==> src/rtl/ram_arbiter.sv <==
// Two-requester arbiter for a single-port synchronous RAM: IDLE -> ACCESS (-> RDATA) with registered outputs.
// Tie-break policy: fixed priority to requester 0 by default, round-robin when RAM_ARB_RR_EN is defined.
module ram_arbiter #(
    parameter int DW = 72,
    parameter int AW = 2
) (
    input  logic          clk,
    input  logic          rst,
    input  logic          req_0,
    input  logic          req_1,
    input  logic          wr_0,
    input  logic          wr_1,
    input  logic [AW-1:0] addr_0,
    input  logic [AW-1:0] addr_1,
    input  logic [DW-1:0] wdata_0,
    input  logic [DW-1:0] wdata_1,
    output logic          gnt_0,
    output logic          gnt_1,
    output logic          rvalid_0,
    output logic          rvalid_1,
    output logic [DW-1:0] rdata_0,
    output logic [DW-1:0] rdata_1,
    output logic          ram_enb,
    output logic          ram_wr,
    output logic [AW-1:0] ram_addr,
    output logic [DW-1:0] ram_data,
    input  logic [DW-1:0] ram_r_data,
    output logic          busy
);

    typedef enum logic [1:0] {IDLE, ACCESS, RDATA} state_t;

    state_t        r_state, w_state_n;
    logic          r_gnt_0, r_gnt_1, r_rvalid_0, r_rvalid_1;
    logic          r_ram_enb, r_ram_wr, r_busy, r_owner;
    logic [AW-1:0] r_ram_addr;
    logic [DW-1:0] r_ram_data, r_rdata_0, r_rdata_1;

    logic          w_gnt_0, w_gnt_1, w_rvalid_0, w_rvalid_1;
    logic          w_ram_enb, w_ram_wr, w_owner;
    logic [AW-1:0] w_ram_addr;
    logic [DW-1:0] w_ram_data, w_rdata_0, w_rdata_1;
    logic          w_req_any, w_win;

    assign w_req_any = req_0 | req_1;

`ifdef RAM_ARB_RR_EN
    // r_last starts at 1 so the first tie after reset goes to requester 0.
    logic r_last;
    assign w_win = (req_0 && req_1) ? ~r_last : req_1;

    always_ff @(posedge clk) begin
        if (rst)
            r_last <= 1'b1;
        else if (r_state == IDLE && w_req_any)
            r_last <= w_win;
    end
`else
    assign w_win = ~req_0;
`endif

    always_ff @(posedge clk) begin
        if (rst)
            r_state <= IDLE;
        else
            r_state <= w_state_n;
    end

    always_comb begin
        w_state_n = r_state;
        case (r_state)
            IDLE:    if (w_req_any) w_state_n = ACCESS;
            ACCESS:  w_state_n = r_ram_wr ? IDLE : RDATA;
            RDATA:   w_state_n = IDLE;
            default: w_state_n = IDLE;
        endcase
    end

    // Next values of the registered outputs; the access is latched straight into the RAM-side registers.
    always_comb begin
        w_gnt_0    = 1'b0;
        w_gnt_1    = 1'b0;
        w_rvalid_0 = 1'b0;
        w_rvalid_1 = 1'b0;
        w_ram_enb  = 1'b0;
        w_ram_wr   = 1'b0;
        w_ram_addr = r_ram_addr;
        w_ram_data = r_ram_data;
        w_rdata_0  = r_rdata_0;
        w_rdata_1  = r_rdata_1;
        w_owner    = r_owner;
        case (r_state)
            IDLE: begin
                if (w_req_any) begin
                    w_owner    = w_win;
                    w_gnt_0    = ~w_win;
                    w_gnt_1    = w_win;
                    w_ram_enb  = 1'b1;
                    w_ram_wr   = w_win ? wr_1    : wr_0;
                    w_ram_addr = w_win ? addr_1  : addr_0;
                    w_ram_data = w_win ? wdata_1 : wdata_0;
                end
            end
            RDATA: begin
                if (r_owner) begin
                    w_rdata_1  = ram_r_data;
                    w_rvalid_1 = 1'b1;
                end else begin
                    w_rdata_0  = ram_r_data;
                    w_rvalid_0 = 1'b1;
                end
            end
            default: ;
        endcase
    end

    always_ff @(posedge clk) begin
        if (rst) begin
            r_gnt_0    <= 1'b0;
            r_gnt_1    <= 1'b0;
            r_rvalid_0 <= 1'b0;
            r_rvalid_1 <= 1'b0;
            r_ram_enb  <= 1'b0;
            r_ram_wr   <= 1'b0;
            r_busy     <= 1'b0;
            r_owner    <= 1'b0;
            r_ram_addr <= '0;
            r_ram_data <= '0;
            r_rdata_0  <= '0;
            r_rdata_1  <= '0;
        end else begin
            r_gnt_0    <= w_gnt_0;
            r_gnt_1    <= w_gnt_1;
            r_rvalid_0 <= w_rvalid_0;
            r_rvalid_1 <= w_rvalid_1;
            r_ram_enb  <= w_ram_enb;
            r_ram_wr   <= w_ram_wr;
            r_busy     <= (w_state_n != IDLE);
            r_owner    <= w_owner;
            r_ram_addr <= w_ram_addr;
            r_ram_data <= w_ram_data;
            r_rdata_0  <= w_rdata_0;
            r_rdata_1  <= w_rdata_1;
        end
    end

    assign gnt_0    = r_gnt_0;
    assign gnt_1    = r_gnt_1;
    assign rvalid_0 = r_rvalid_0;
    assign rvalid_1 = r_rvalid_1;
    assign rdata_0  = r_rdata_0;
    assign rdata_1  = r_rdata_1;
    assign ram_enb  = r_ram_enb;
    assign ram_wr   = r_ram_wr;
    assign ram_addr = r_ram_addr;
    assign ram_data = r_ram_data;
    assign busy     = r_busy;

endmodule

==> config.mk <==
export PLATFORM = sky130hd
export DESIGN_NAME = ram_arbiter
export DESIGN_NICKNAME = d
export VERILOG_FILES = /design/src/rtl/ram_arbiter.sv
export SDC_FILE = /design/constraint.sdc
export NUM_CORES = 1
export LEC_CHECK = 0
export ABC_AREA = 0
export ABC_CLOCK_PERIOD_IN_PS = 1400
export CAP_MARGIN = 20
export CORE_UTILIZATION = 30
export DETAILED_ROUTE_END_ITERATION = 16
export MAX_ROUTING_LAYER = met4
export PLACE_DENSITY = 0.66
export SYNTH_ARGS = -nofsm -noshare
export SYNTH_HDL_FRONTEND = slang
export SYNTH_SLANG_ARGS = --single-unit
==> constraint.sdc <==
create_clock -name clk -period 1.4 [get_ports clk]
set_input_delay 0.21 -clock clk [delete_from_list [all_inputs] [get_ports clk]]
set_output_delay 0.21 -clock clk [all_outputs]
set_load 0.03 [all_outputs]
==> flow_summary.yaml, run 1 <==
outcome:
  outcome: "finished, violations left"
  violations: "negative setup slack"
timing:
  rsz0062_at_grt: "yes"
  finalWorstSetupSlack_ns: -0.0162
  max_slew_margin_pct: 73.0
  worst_pin_slew_ns: 0.405
  finalCriticalPeriod_ns: 1.42
  clock_skew_ns: 0.0151
  hold_violations: 0
  slew_violations: 0
  clock.fmax_mhz: 706
  timing.final.crit_share_pct: 101
  fin_worst_hold_slack_ns: 0.261
  setup_violations: 4
  setup_tns_ns: -0.0313
placement:
  dp_slack_ns: -0.319
  port_buffers: 450
  placed_cell_area_um2: 14100
  place_hpwl_um: 23700
  place_congestion: 0.912
  dp.cells: 1780
setup_path:
  end_kind: "flip-flop"
  cp_num_buf_inv: 3
  cp_max_fo: 20
  path_class: "flip-flop to flip-flop"
  crit_chain: "buf_6 > nor2_4 > buf_4 > clkbuf_16 > a21oi_1 > a211oi_1"
  start_kind: "flip-flop"
  crit_family: "buffers and inverters"
  slowest_delay_ns: 0.33
  crit_path_top_delay_cell: "dfxtp_2"
  crit_arrival_ns: 1.85
  required_ns: 1.84
cells_and_area:
  areaGrowthSynthToFinish_pct: 64.2
  final_nets: 1667
  final_cell_mix: "288 x nand2_1, 225 x dfxtp_1, 223 x clkdlybuf4s50_1"
  final_common_cell: "nand2_1"
  fin_util_pct: 50.2
  fin_cells: 1842
  drive_above_1_share_pct: 27.1
  fin_area_um2: 14500
pwr:
  p_leak_nw: 5.84
  internal_power_mw: 12.4
  total_power_mw: 17.3
  sw_frac_of_total_pct: 28.3
  power_frac_seq_pct: 40.9
  p_comb_share_pct: 21.5
  p_sw_mw: 4.89
  p_per_area_nw_per_um2: 1190
  clockPowerShare_pct: 37.6
  ir_worst_vdd_uv: 843
yosys:
  synth_xor_area_share_pct: 0
  syn_nets: 1219
  synthSimpleGateAreaFrac_pct: 13.3
  synth_top_area_share_pct: 51.7
  netlist_instances: 993
  muxShareOfSynthArea_pct: 8.51
  synthTopCellsByArea: "dfxtp_1 52%, a21oi_1 12%, nand2_1 12%"
  synth-seq-cells: 228
  synth_top_family_by_area: "compound AO/OA/AOI/OAI gates"
  synth_cell_types: 21
  ys_warn_count: 0
  synthesis.area_um2: 8830
  syn_avg_cell_area_um2: 8.89
  yosysSeqAreaShare_pct: 51.7
  synth_top_cell_by_area: "dfxtp_1"
  synth_compound_area_share_pct: 21.7
  synth-adder-area-share_pct: 0
die:
  coreArea_um2: 28900
  start_util_pct: 30.6
  die_y_um: 174
  die_width_um: 174
  rows: 62
  dieArea_um2: 30100
  pin_count: 451
clock_tree:
  clk_pin_slew_worst_paths_ns: 0.06
  insertion_delay_ns: 0.53
  root_buffer: "clkbuf_16"
  cts_tree: "done"
  cts_htree_levels: 1
  cts_made_buffers: 26
  clock_path_buffers: 3
  cts.sinks: 228
routing:
  avgRoutedWirePerCell_um: 18.4
  via_per_inst: 4.80
  postRouteAntennaNets: 0
  drc: 0
  drtIter0Drc: 427
  highest_layer: "met4"
  wl_met3_um: 2870
  wirelength_met1_um: 13500
  via_count: 8842
  drtPass1Iterations: 4
  dr_wl_met2_um: 16700
  wl_um: 34000
global_routing:
  grt_pass1_vias: 8713
  grt_overflow: 0
  grt_pass1_wl_um: 49900
  track_usage_pct: 21.6
  grt_max_degree: 65
  grt_antenna_before_repair: 3
min_path:
  min_path_type: "primary input to flip-flop"
job:
  maxCapViolations: 0
==> worst register-to-register path, delay by kind of cell, from the launching register on <==
kind                   cells  cell delay, ns
AOI/OAI and AO/OA          2            0.30
buffers and inverters      3            0.49
DFF                        1            0.33
and+or+nand+nor            1            0.21
==> Yosys cell counts <==
library cell / instances
buf_6: 3
clkbuf_1: 47
dfxtp_1: 228
buf_4: 4
and2_4: 1
nor3_1: 2
buf_2: 30
buf_1: 7
and3b_1: 1
nand2_1: 289
a21oi_1: 219
a211oi_1: 25
nor3b_1: 2
nor4b_1: 1
mux2i_1: 75
or3b_2: 1
or2_1: 1
nand3b_1: 1
a211oi_2: 50
o21bai_1: 1
nor2_1: 5
==> routing by layer <==
| metal | vias up | GRT usage, % |
|---|---|---|
| met5 | - | - |
| met4 | 0 | 6.60 |
| met3 | 57 | 5.92 |
| met2 | 373 | 36.3 |
| met1 | 4107 | 24.9 |
| li1 | 4305 | - |
==> repair_timing <==
action                                 4_1_cts  5_1_grt
endpoints found under the hold margin       11        0
gates resized for setup                    770      258
setup buffers                                2        5
cloned                                       1        9
setup endpoints to repair                  241      278
pin swaps                                    1        4
hold buffers                                 1        0
==> power groups by stage <==
stage          Combinational [mW]  Clock [mW]  Sequential, mW
4_1_cts                      3.58        6.63            7.08
2_1_floorplan                1.13           0            7.87
6_report                     3.72        6.50            7.08
3_5_place_dp                 3.69           0            7.21
5_1_grt                      3.92        6.95            7.12
3_3_place_gp                 3.65           0            7.22
==> cell families after synthesis <==
kind of cell | count (synthesis)
and+or+nand+nor | 304
buffers and inverters | 91
DFF | 228
AOI/OAI and AO/OA | 295
muxes | 75
==> registers in the layout, indices dropped and copies added, names as in the netlist, 2 cells and up <==
signal    cells
ram_data     72
rdata_0      72
rdata_1      72
r_state       2
ram_addr      2
==> cell type report <==
type | instances | area [µm²]
fillers | 2819 | 14400
repair buffers | 511 | 4710
flip-flops and latches | 228 | 4570
multi-input cells | 674 | 3920
clock buffers | 38 | 747
well taps | 384 | 480
clock inverters | 5 | 57.6
diodes | 2 | 5.00
==> worst paths after layout <==
path	cells after the start	end	slack (ns)	from
max reg2reg	6	ram_data[54]$_SDFFE_PP0P_	-0.02	r_state[0]$_SDFF_PP0_
min reg2reg	1	r_state[1]$_SDFF_PP0_	0.42	ram_wr$_SDFF_PP0_
min	3	rdata_1[45]$_SDFFE_PP0P_	0.26	ram_r_data[45]
max	6	ram_data[54]$_SDFFE_PP0P_	-0.02	r_state[0]$_SDFF_PP0_
Power figures use the tool's default switching activity.
==> run 2: changes to the inputs <==
- ABC_CLOCK_PERIOD_IN_PS: 1400 -> 1750
- PLACE_DENSITY: 0.66 -> not set
- SETUP_SLACK_MARGIN: not set -> 0.15
- clock period: 1.4 -> 1.75 ns (I/O delays scaled with it)
==> flow_summary.yaml, run 2 (same netlist as run 1, synthesis figures left out) <==
global_routing:
  grt_max_degree: 74
  grt_overflow: 0
  grt_antenna_before_repair: 2
  grt_pass1_wl_um: 48500
  track_usage_pct: 21.0
  grt_pass1_vias: 8286
min_path:
  min_path_type: "primary input to flip-flop"
setup_path:
  crit_path_top_delay_cell: "dlygate4sd2_1"
  path_class: "flip-flop to primary output"
  cp_num_buf_inv: 1
  cp_max_fo: 2
  end_kind: "primary output"
  start_kind: "flip-flop"
  crit_arrival_ns: 1.30
  crit_chain: "dlygate4sd2_1"
  required_ns: 1.49
  slowest_delay_ns: 0.41
  crit_family: "buffers and inverters"
routing:
  via_count: 8518
  wl_um: 31800
  avgRoutedWirePerCell_um: 17.5
  drtPass1Iterations: 4
  drc: 0
  via_per_inst: 4.70
  postRouteAntennaNets: 0
  drtIter0Drc: 368
die:
  rows: 62
  die_y_um: 174
  die_width_um: 174
  dieArea_um2: 30100
  coreArea_um2: 28900
  start_util_pct: 30.6
  pin_count: 451
cells_and_area:
  final_common_cell: "nand2_1"
  areaGrowthSynthToFinish_pct: 63.1
  final_cell_mix: "289 x nand2_1, 227 x dfxtp_1, 223 x clkdlybuf4s50_1"
  final_nets: 1631
  fin_area_um2: 14400
  drive_above_1_share_pct: 9.96
pwr:
  p_per_area_nw_per_um2: 965
  ir_worst_vdd_uv: 609
  p_leak_nw: 6.07
clock_tree:
  clk_pin_slew_worst_paths_ns: 0.06
  root_buffer: "clkbuf_16"
  insertion_delay_ns: 0.52
  cts.sinks: 228
  post_cts_buffers: 0
  cts_tree: "done"
  cts_made_buffers: 26
  cts_htree_levels: 1
  cts_hold_buffers: 0
  clock_path_buffers: 3
timing:
  slew_violations: 0
  clock.fmax_mhz: 639
  finalCriticalPeriod_ns: 1.57
  timing.final.crit_share_pct: 89.5
  setup_tns_ns: 0
  rsz0062_at_grt: "no"
  max_slew_margin_pct: 67.6
  worst_pin_slew_ns: 0.486
  hold_violations: 0
  setup_violations: 0
  clock_skew_ns: 0.0154
  fin_worst_hold_slack_ns: 0.188
placement:
  port_buffers: 450
  placed_cell_area_um2: 13800
  place_hpwl_um: 22300
  place_congestion: 0.857
job:
  maxCapViolations: 0
outcome:
  outcome: "finished, final reports clean"
run 2: layout make-up:
type	instances	area, µm²
well taps	384	480
clock buffers	39	821
diodes	3	7.51
fillers	2770	14500
multi-input cells	674	3860
clock inverters	9	81.3
repair buffers	475	4580
flip-flops and latches	228	4570
run 2: what timing repair did:
action                                  4_1_cts  5_1_grt
resized for setup                           231       37
cloned                                        0        0
endpoints found under the setup margin      240       32
run 2: worst paths after layout:
check,startpoint,endpoint,slack (ns),cells after the start
worst max-delay path,ram_data[37]$_SDFFE_PP0P_,ram_data[37],0.18,1
worst min-delay path,rst,rvalid_1$_SDFF_PP0_,0.19,2
worst max register to register,r_state[1]$_SDFF_PP0_,rdata_0[18]$_SDFFE_PP0P_,0.29,4
worst min register to register,ram_wr$_SDFF_PP0_,r_state[1]$_SDFF_PP0_,0.44,1
run 2: power by group:
part,switching [mW],internal [mW],total (mW)
combinational,1.51,1.15,2.66
sequential,0.164,5.49,5.65
clock,2.20,3.38,5.58
run 2: layer usage:
metal	track usage (%)	vias to the layer above	routed length (µm)
met5	-	-	0
met4	6.49	0	721
met3	5.61	45	2430
met2	34.7	313	15400
met1	24.8	3927	13300
li1	-	4233	-
run 2: metrics by stage:
stage                     power (mW)  std cells  worst slack [ns]  util (%)
after global placement          8.61       1761            0.0380      47.7
final                           13.9       1812             0.184      49.9
after detailed placement        8.62       1761            0.0214      47.7
after global routing            14.5       1811             0.150      49.9
after floorplan                 7.20        993             0.344         -
after CTS                       14.1       1809            0.0867      49.9
